**config.mk**
```make
export PLATFORM = sky130hd
export DESIGN_NAME = poly_horner_eval
export DESIGN_NICKNAME = d
export VERILOG_FILES = /design/src/rtl/poly_horner_eval.sv
export SDC_FILE = /design/constraint.sdc
export NUM_CORES = 1
export LEC_CHECK = 0
export ABC_AREA = 1
export BUFFER_PORTS_ARGS = -buffer_cell sky130_fd_sc_hd__buf_2
export CORE_MARGIN = 1.5
export CORE_UTILIZATION = 58
export CTS_BUF_LIST = sky130_fd_sc_hd__clkbuf_8
export DETAILED_ROUTE_END_ITERATION = 10
export GPL_TIMING_DRIVEN = 0
export PLACE_DENSITY = 0.85
export SETUP_SLACK_MARGIN = 0.5
export SYNTH_ARGS = -nofsm -noshare
export SYNTH_HDL_FRONTEND = slang
export SYNTH_SLANG_ARGS = --single-unit
```
**constraint.sdc**
```tcl
create_clock -name clk -period 3.86 [get_ports clk]
set_input_delay 0.386 -clock clk [delete_from_list [all_inputs] [get_ports clk]]
set_output_delay 0.386 -clock clk [all_outputs]
set_load 0.005 [all_outputs]
```
**src/rtl/poly_horner_eval.sv**
```systemverilog
// poly_horner_eval: streams x followed by degree+1 coefficients (highest order
// first) and evaluates the unsigned polynomial at x with Horner's rule, one
// multiply-accumulate per accepted coefficient.
//
// Ports:
//   clk          system clock, all logic on posedge
//   reset        synchronous active-high reset, clears all state
//   degree       polynomial degree, sampled on the x handshake (clamped to MAX_DEGREE)
//   in_valid     in_data holds a valid word
//   in_ready     block accepts in_data this cycle (low while a result is pending)
//   in_data      x first, then the coefficients
//   out_valid    result valid, held until out_ready
//   out_ready    downstream accepts the result
//   out_data     polynomial result (wrapped or saturated)
//   out_overflow sticky: some intermediate exceeded WIDTH bits
//   busy         evaluation in progress or result pending
module poly_horner_eval #(
  parameter int unsigned WIDTH      = 8,
  parameter int unsigned MAX_DEGREE = 7,
  parameter int unsigned DW         = (MAX_DEGREE < 1) ? 1 : $clog2(MAX_DEGREE + 1),
  parameter bit          SATURATE   = 1'b0
) (
  input  logic             clk,
  input  logic             reset,
  input  logic [DW-1:0]    degree,
  input  logic             in_valid,
  output logic             in_ready,
  input  logic [WIDTH-1:0] in_data,
  output logic             out_valid,
  input  logic             out_ready,
  output logic [WIDTH-1:0] out_data,
  output logic             out_overflow,
  output logic             busy
);

  // Product plus addend needs 2*WIDTH bits; one spare bit keeps the sum exact.
  localparam int unsigned FW = 2 * WIDTH + 1;

  typedef enum logic [1:0] {
    S_IDLE = 2'd0,
    S_COEF = 2'd1,
    S_DONE = 2'd2
  } state_t;

  state_t           state_q, state_d;
  logic [WIDTH-1:0] acc_q, acc_d;
  logic [WIDTH-1:0] x_q, x_d;
  logic [DW-1:0]    count_q, count_d;
  logic             ovf_q, ovf_d;
  logic             out_valid_q, out_valid_d;
  logic [WIDTH-1:0] out_data_q, out_data_d;
  logic             out_ovf_q, out_ovf_d;
  logic             in_ready_q, in_ready_d;
  logic             busy_q, busy_d;

  logic [FW-1:0]    full;
  logic             step_ovf;
  logic             ovf_nxt;
  logic [WIDTH-1:0] acc_nxt;
  logic             accept;

  // State and datapath registers.
  always_ff @(posedge clk) begin
    if (reset) begin
      state_q     <= S_IDLE;
      acc_q       <= '0;
      x_q         <= '0;
      count_q     <= '0;
      ovf_q       <= 1'b0;
      out_valid_q <= 1'b0;
      out_data_q  <= '0;
      out_ovf_q   <= 1'b0;
      in_ready_q  <= 1'b1;
      busy_q      <= 1'b0;
    end else begin
      state_q     <= state_d;
      acc_q       <= acc_d;
      x_q         <= x_d;
      count_q     <= count_d;
      ovf_q       <= ovf_d;
      out_valid_q <= out_valid_d;
      out_data_q  <= out_data_d;
      out_ovf_q   <= out_ovf_d;
      in_ready_q  <= in_ready_d;
      busy_q      <= busy_d;
    end
  end

  // Next-state, Horner step and registered-output decode.
  always_comb begin
    state_d     = state_q;
    acc_d       = acc_q;
    x_d         = x_q;
    count_d     = count_q;
    ovf_d       = ovf_q;
    out_valid_d = out_valid_q;
    out_data_d  = out_data_q;
    out_ovf_d   = out_ovf_q;

    full     = FW'(acc_q) * FW'(x_q) + FW'(in_data);
    step_ovf = |full[FW-1:WIDTH];
    ovf_nxt  = ovf_q | step_ovf;
    // Once overflowed the true value only grows (x>=1), so clamping is exact.
    acc_nxt  = (SATURATE && ovf_nxt) ? {WIDTH{1'b1}} : full[WIDTH-1:0];
    accept   = in_valid && in_ready_q;

    unique case (state_q)
      S_IDLE: begin
        if (accept) begin
          x_d     = in_data;
          acc_d   = '0;
          ovf_d   = 1'b0;
          count_d = (32'(degree) > MAX_DEGREE) ? DW'(MAX_DEGREE) : degree;
          state_d = S_COEF;
        end
      end
      S_COEF: begin
        if (accept) begin
          acc_d = acc_nxt;
          ovf_d = ovf_nxt;
          if (count_q == '0) begin
            out_data_d  = acc_nxt;
            out_ovf_d   = ovf_nxt;
            out_valid_d = 1'b1;
            state_d     = S_DONE;
          end else begin
            count_d = count_q - DW'(1);
          end
        end
      end
      S_DONE: begin
        if (out_ready) begin
          out_valid_d = 1'b0;
          state_d     = S_IDLE;
        end
      end
      default: state_d = S_IDLE;
    endcase

    in_ready_d = (state_d != S_DONE);
    busy_d     = (state_d != S_IDLE);
  end

  assign in_ready     = in_ready_q;
  assign busy         = busy_q;
  assign out_valid    = out_valid_q;
  assign out_data     = out_data_q;
  assign out_overflow = out_ovf_q;

endmodule

```
Yosys cells after proc, flatten, opt, wreduce, memory -nomap -nowiden
Cells that the tools add are included.
Word-level totals
  bits in registers: 34
  input port bits: 15
  word-level logic and storage cells: 53
Cells by class
  $add $sub $neg: 2
  multipliers: 1
  equal/unequal tests: 8
  mux-type cells: 19
  bitwise operators: 1
  reduce and logical (&&, ||, !) cells: 12
Operator list (number)
  16-bit by 8-bit adder with 17-bit output: 1
  8-bit by 8-bit multiplier with 16-bit output: 1
  8-bit 2-to-1 mux: 2
  8-bit case mux with 2 select lines: 1
  2-bit != test (second input constant): 6
  3-bit 2-to-1 mux: 3
  9-bit OR reduction: 1
  2-bit 2-to-1 mux: 4
  4-bit AND reduction: 2
  2-bit case mux with 3 select lines: 1
  3-bit case mux with 2 select lines: 1
  3-bit AND reduction: 2
  2-bit nonzero test: 3
  1-bit 2-to-1 mux: 5
  1-bit case mux with 2 select lines: 2
  3-bit zero test: 1
  3-bit by 1-bit subtractor with 3-bit output (second input constant): 1
  2-bit by 1-bit == test with 1-bit output (second input constant): 1
  2-bit == test (second input constant): 1
  2-bit zero test: 1
  2-bit AND reduction: 1
  1-bit logical AND: 1
  1-bit OR: 1

Longest topological paths before layout
Gate-level depths: netlist (run 1).
  depth in word-level cells: 6
  gate-level depth with buffers: 23

Worst setup path after synthesis (run 1)
Ideal clock, no wire load.
  path kind: flip-flop to flip-flop
  start: register acc_q[5]
  end: register out_ovf_q (netlist: out_overflow)
  setup time: 0.113 ns
  arrival time: 3.997 ns
  data required time: 3.747 ns
  path slack: -0.250 ns
  stages on the path, launching flop included: 20
  buffers on the path: 1
  period minus slack after synthesis: 4.110 ns
  cells stage by stage: dfxtp_1 > clkbuf_1 > nand2_1 > fa_1 > inv_1 > fa_1 > inv_1 > fa_1 > fa_1 > inv_1 > ha_1 > or2_4 > nand3_2 > nand2_1 > a21oi_2 > nand3_1 > nor2_1 > nand3_1 > o21ai_1 > inv_1
Between the ends
  longest elaborated chain between the ends: 4
RTL lines
  start, declared: RTL line 46  | logic [WIDTH-1:0] acc_q, acc_d;
  start signal, assigned: RTL line 66  | acc_q <= '0;
  start signal, assigned: RTL line 77  | acc_q <= acc_d;
  8-bit by 8-bit multiplier with 16-bit output: RTL line 100  | full = FW'(acc_q) * FW'(x_q) + FW'(in_data);
  16-bit by 8-bit adder with 17-bit output: RTL line 100
  9-bit OR reduction: RTL line 101  | step_ovf = |full[FW-1:WIDTH];
  1-bit OR: RTL line 102  | ovf_nxt = ovf_q | step_ovf;
  end signal, assigned: RTL line 83  | out_ovf_q <= out_ovf_d;
  end, declared: RTL line 52  | logic out_ovf_q, out_ovf_d;
Every way passes these cells.
A chain may end at the register's enable or synchronous reset.

Worst setup path after layout (run 1)
  start: register acc_q[6]
  end: register out_ovf_q (netlist: out_overflow)
The elaborated chain is that of the path after synthesis.

==> results of run 1 <==
==> final cells by class <==
class	instances	share of cell area [%]
buffer	21	4.78
tap	80	1.97
multi-input combinational	378	60.7
timing repair buffer	54	7.15
inverter	135	10.0
sequential	34	13.6
clock buffer	6	1.63
clock inverter	2	0.173
==> flip-flops by register name, summed over array words and instances (netlist names) <==
| register | count |
|---|---|
| acc_q | 8 |
| out_data | 8 |
| x_q | 8 |
| count_q | 3 |
| state_q | 2 |
| busy | 1 |
| in_ready | 1 |
| out_overflow | 1 |
| out_valid | 1 |
| ovf_q | 1 |
==> cells in the mapped netlist, drive strengths merged (2+ instances only) <==
master,n,share of area (%)
o21ai,17,2.1
clkbuf,19,1.8
nand2,159,15
nor2,51,5.1
a21oi,26,3.6
ha,42,13
nand3,18,2.9
buf,2,0.25
nand4,4,0.63
nand3b,3,0.57
dfxtp,34,17
xor2,3,0.66
a211oi,4,0.75
fa,44,22
inv,134,13
==> path summary, 6_finish.rpt <==
kind | end | slack (ns) | cells past startpoint
worst min register to register | out_data[0] | 0.48 | 2
worst max-delay path | out_overflow | -0.33 | 20
worst max register to register | out_overflow | -0.33 | 20
worst min-delay path | x_q[1] | 0.38 | 3
==> routing by layer <==
layer / routed length, um / share of wire (%)
met5: 0 / 0
met3: 815 / 6.7
met1: 4530 / 37
met4: 643 / 5.3
met2: 6180 / 51
==> repair_timing <==
action / CTS / global route
setup buffers: 18 / 8
gates cloned: 2 / 0
pin swaps: 28 / 26
endpoints found under the setup margin: 9 / 10
resized for setup: 37 / 62
==> critical path: cells and delay by family (launching register included) <==
kind	cells	cell delay, ns
buffers and inverters	3	0.27
and+or+nand+nor	10	0.86
AOI/OAI and AO/OA	2	0.30
adders and majority gates	5	2.31
DFF	1	0.35
==> power by group <==
group,switching (mW),total [mW],internal [mW]
logic,0.246,0.424,0.178
clock network,0.141,0.282,0.141
registers,0.0160,0.396,0.380
total,0.402,1.10,0.699
==> cell families after synthesis <==
kind of cell	after synthesis	share of synthesized area, %
and+or+nand+nor	237	24.7
adders and majority gates	86	35.3
AOI/OAI and AO/OA	51	7.29
DFF	34	17.1
xor gates and xnor gates	4	0.880
buffers and inverters	156	14.8
==> metrics.txt, run 1 <==
WP data arrival=roughly 4.4 ns; I/O pin count=27; Post-DP HPWL=7350 um; commonest non-fill, non-tap cell in the layout=nand2_1; Synthesis Warnings=0; RSZ-0062 raised after global routing=yes; Synth Net Count=approximately 670; clock latency on the worst-skew pair=0.29 ns; largest net degree at the start of global routing=11; Area after DPL=between 4000 and 5000 um2; Antenna Violating Nets Remaining=0; Pleak=about 2.7 nW; most frequent cells in the layout=128 x nand2_1, 117 x inv_1, 41 x nor2_1, 39 x fa_1, 29 x ha_1; CTS Buffer Depth=2; sequential fraction of the synthesis area=roughly 17%; Peak supply drop=0.176 mV; die area=~7400 um2; Seq. cell area=slightly below 700 um2; Placer Congestion=about 0.93; Root Buffer=clkbuf_8; Post-synth EDFFs=0; post-DR wirelength/cell=~17 um; area of the multi-input gates=between 3000 and 4000 um2; Max Cap Viol=0; CTS Buf Count=5; PortBufs=26; fillers=~410; Post-synth top flop=dfxtp_1; class of the most critical setup path=reg -> reg; Cell Chain, Critical Path=buf_8 -> nand2_1 -> fa_1 -> fa_1 -> fa_1 -> fa_1 -> inv_1 -> ha_4 -> nand2_1 -> nand2_1 -> nand2_1 -> nand2_1 -> a21oi_2 -> nand2_1 -> nand2_1 -> nand2_1 -> nor2_2 -> nand3_2 -> o21ai_2 -> inv_1; violated checks=setup timing; Avg Cell Area, Syn=~7.0 um2; layout cells sized above 1=29.7%; Core Rows=30; setup ws final=-0.331 ns; post-route insts no fill=a little over 700; worst rel slew slack=between 60 and 70%; Worst Path Required=4.05 ns; Util after Layout=about 76%; CP endpoint kind=flop; crit start category=flop; core area=6720 um2; Max Transition Viols Final=0; # H-tree levels=2; flops & latches, synth=34; gr ovfl total=0; Die Y=around 86 um; GR Util met2=around 52%; placed cell count=just under 700; setup TNS=-0.783 ns; Worst-Margin Slew=~0.56 ns; reg2reg start=acc_q[6]; GR peak layer=met2; Final Skew=around 0.0058 ns; P&R area growth vs syn=27.4%; CTS Sinks=34; GRT Total Usage=29.7%; total wire length=~12000 um; met3 Use GR=4.04%; Fmax=roughly 0.24 GHz; Async S/R FF share, synth=0%; hold bufs inserted after CTS=0; CP max stage cell=fa_1; HP Start=in_data[1]; period utilization=109%; Worst Path Max Fanout=8; Post-Syn Instances=about 570; Via Count=a little under 4k; initial drt markers=between 300 and 400; Power Total=1.10 mW; Synth Cell Area=between 3000 and 4000 um2; initial antenna violation count=0; status=complete, but fails checks; CTS tree=yes; met1 global-route usage=around 36%; DRT Pass-1 Iters=5; Final Hold Slack=approximately 0.38 ns; Hold Path Class=in -> reg; Antenna Cells=0; pwr/cell area=217 nW/um2; Reg clk slew, reported paths=about 0.070 ns; Starting Density=between 50% and 60%; drt drc=0; pre-CTS WS=-0.287 ns; Netlist cell types=29; final net count=between 700 and 800; Final Hold Fails=0; vias in the first global route=3831; Final Instance Area=between 5000 and 6000 um2; Max stage delay on crit path=0.60 ns; Vias per Instance=around 5.6; Crit path top cell by count=nand2_1; Die W=around 86 um; crit path time final=roughly 4.2 ns; first-pass GRT wire length=17200 um; final setup violation count=4; origin of the worst setup path=acc_q[6]
Note: power is estimated with default switching activity, not from simulation.
==> run 2, diff against run 1 <==
--- a/config.mk
+++ b/config.mk
@@ -12,6 +12,7 @@
 export CTS_BUF_LIST = sky130_fd_sc_hd__clkbuf_8
 export DETAILED_ROUTE_END_ITERATION = 10
 export GPL_TIMING_DRIVEN = 0
+export MAX_ROUTING_LAYER = met4
 export PLACE_DENSITY = 0.85
 export SETUP_SLACK_MARGIN = 0.5
 export SYNTH_ARGS = -nofsm -noshare
==> metrics.txt, run 2 (synthesized netlist as in run 1, its figures left out) <==
post-DR wirelength/cell=17.0 um (was 17.1 um); Die Y=85.9 um (unchanged); Post-DP HPWL=7350 um (unchanged); placed cell count=674 (unchanged); final net count=730 (unchanged); most frequent cells in the layout=128 x nand2_1, 116 x inv_1, 41 x nor2_1, 39 x fa_1, 29 x ha_1 (was 128 x nand2_1, 117 x inv_1, 41 x nor2_1, 39 x fa_1, 29 x ha_1); Fmax=0.239 GHz (about the same); Seq. cell area=692 um2 (unchanged); die area=7370 um2 (unchanged); Antenna Cells=0 (unchanged); layout cells sized above 1=29.8% (was 29.7%); final setup violation count=4 (unchanged); Final Hold Fails=0 (unchanged); Pleak=2.74 nW (was 2.73 nW); Power Total=1.11 mW (was 1.10 mW); Cell Chain, Critical Path=buf_8 -> nand2_4 -> fa_1 -> inv_1 -> fa_1 -> inv_2 -> fa_1 -> fa_1 -> inv_2 -> ha_4 -> nand2_4 -> clkinv_2 -> nand3b_1 -> buf_4 -> nand3b_1 -> nand2_1 -> nand3_1 -> nor2_2 -> nand3_2 -> o21ai_2 -> inv_1 (was buf_8 -> nand2_1 -> fa_1 -> fa_1 -> fa_1 -> fa_1 -> inv_1 -> ha_4 -> nand2_1 -> nand2_1 -> nand2_1 -> nand2_1 -> a21oi_2 -> nand2_1 -> nand2_1 -> nand2_1 -> nor2_2 -> nand3_2 -> o21ai_2 -> inv_1); pre-CTS WS=-0.287 ns (unchanged); CTS Buf Count=5 (unchanged); post-route insts no fill=710 (unchanged); Peak supply drop=0.176 mV (about the same); WP data arrival=4.38 ns (about the same); first-pass GRT wire length=17200 um (about the same); Starting Density=59.3% (unchanged); Die W=85.9 um (unchanged); vias in the first global route=3829 (was 3831); R2R setup slack=-0.32 ns (was -0.33 ns); GRT Total Usage=30.6% (was 29.7%); CP max stage cell=fa_1 (unchanged); Worst-Margin Slew=0.557 ns (was 0.558 ns); class of the most critical setup path=reg -> reg (unchanged); crit path time final=4.18 ns (was 4.19 ns); pwr/cell area=218 nW/um2 (was 217 nW/um2); status=complete, but fails checks (unchanged); Hold Path Class=in -> reg (unchanged); fillers=403 (was 405); period utilization=108% (was 109%); Vias per Instance=5.62 (was 5.55); clock latency on the worst-skew pair=0.30 ns (was 0.29 ns); Max stage delay on crit path=0.52 ns (was 0.60 ns); initial drt markers=274 (was 320); commonest non-fill, non-tap cell in the layout=nand2_1 (unchanged); crit start category=flop (unchanged); Final Skew=0.00510 ns (was 0.00582 ns); kind of cell adding the most delay to the critical path=adder cells (unchanged); DRT Pass-1 Iters=6 (was 5); CP endpoint kind=flop (unchanged); setup ws final=-0.325 ns (was -0.331 ns); # H-tree levels=2 (unchanged); violated checks=setup timing (unchanged); Worst Path Max Fanout=8 (unchanged); P&R area growth vs syn=27.5% (was 27.4%); Root Buffer=clkbuf_8 (unchanged); Placer Congestion=0.949 (was 0.933); Via Count=3993 (was 3943); area of the multi-input gates=3080 um2 (about the same); Max Cap Viol=0 (unchanged); worst rel slew slack=62.9% (was 62.8%); Reg clk slew, reported paths=0.08 ns (was 0.07 ns); CTS tree=yes (unchanged); CTS Sinks=34 (unchanged); Final Hold Slack=0.372 ns (was 0.376 ns); gr ovfl total=0 (unchanged); Crit path top cell by count=fa_1 (was nand2_1); setup TNS=-0.758 ns (was -0.783 ns); Antenna Violating Nets Remaining=0 (unchanged); Worst Path Required=4.05 ns (about the same); largest net degree at the start of global routing=11 (unchanged); CP Buf/Inv Count=7 (was 3); Core Rows=30 (unchanged); RSZ-0062 raised after global routing=yes (unchanged); core area=6720 um2 (unchanged); PortBufs=26 (unchanged); CTS Buffer Depth=2 (unchanged); initial antenna violation count=0 (unchanged); drt drc=0 (unchanged); Max Transition Viols Final=0 (unchanged); total wire length=12100 um (was 12200 um); I/O pin count=27 (unchanged)
==> run 2: worst register-to-register path: stages, from the launching register on <==
cell,delay (ns)
dfxtp_2,0.35
buf_8,0.15
nand2_4,0.05
fa_1,0.51
inv_1,0.07
fa_1,0.52
inv_2,0.05
fa_1,0.47
fa_1,0.51
inv_2,0.05
ha_4,0.25
nand2_4,0.09
clkinv_2,0.08
nand3b_1,0.15
buf_4,0.14
nand3b_1,0.06
nand2_1,0.08
nand3_1,0.09
nor2_2,0.10
nand3_2,0.13
o21ai_2,0.13
inv_1,0.05
==> run 2: cell type report <==
class                   count  area share [%]
well taps                  80            1.97
clock inverters             2           0.172
multi-input cells         378            60.7
inverters                 135            10.0
flip-flops and latches     34            13.6
clock buffers               6            1.63
plain buffers              21            4.78
repair buffers             54            7.14
==> run 2: path summary, 6_finish.rpt <==
| check | from | endpoint | cells past startpoint |
|---|---|---|---|
| setup / recovery | acc_q[6] | out_overflow | 21 |
| hold / removal | in_data[1] | x_q[1] | 3 |
| setup reg to reg | acc_q[6] | out_overflow | 21 |
| hold reg to reg | out_data[1] | out_data[1] | 2 |
==> run 2: where the power goes <==
group | switching, mW | leakage [nW] | total [mW] | internal (mW)
combinational | 0.245 | 2.41 | 0.424 | 0.178
sequential | 0.0157 | 0.282 | 0.395 | 0.379
clock | 0.145 | 0.0524 | 0.286 | 0.142
total | 0.406 | 2.74 | 1.11 | 0.699
==> run 2: repair_timing <==
| action | 4_1_cts | 5_1_grt |
|---|---|---|
| hold buffers | 0 | 0 |
| setup buffers | 18 | 8 |
| resized for setup | 37 | 64 |
| setup endpoints to repair | 9 | 10 |
| pin swaps | 28 | 27 |
| gates cloned | 2 | 0 |
==> run 2: metal layers <==
metal | wire length [um] | vias to the layer above | track usage (%)
li1 | - | 1806 | -
met1 | 4400 | 1874 | 35.8
met2 | 6050 | 230 | 52.0
met3 | 882 | 83 | 4.04
met4 | 719 | 0 | 14.7
met5 | 0 | - | -
==> run 2: stage by stage <==
step           utilization [%]  cell area [um2]
2_1_floorplan                -             4230
3_3_place_gp              66.4             4460
3_5_place_dp              66.4             4460
4_1_cts                   71.9             4830
5_1_grt                   75.6             5080
6_report                  75.6             5080
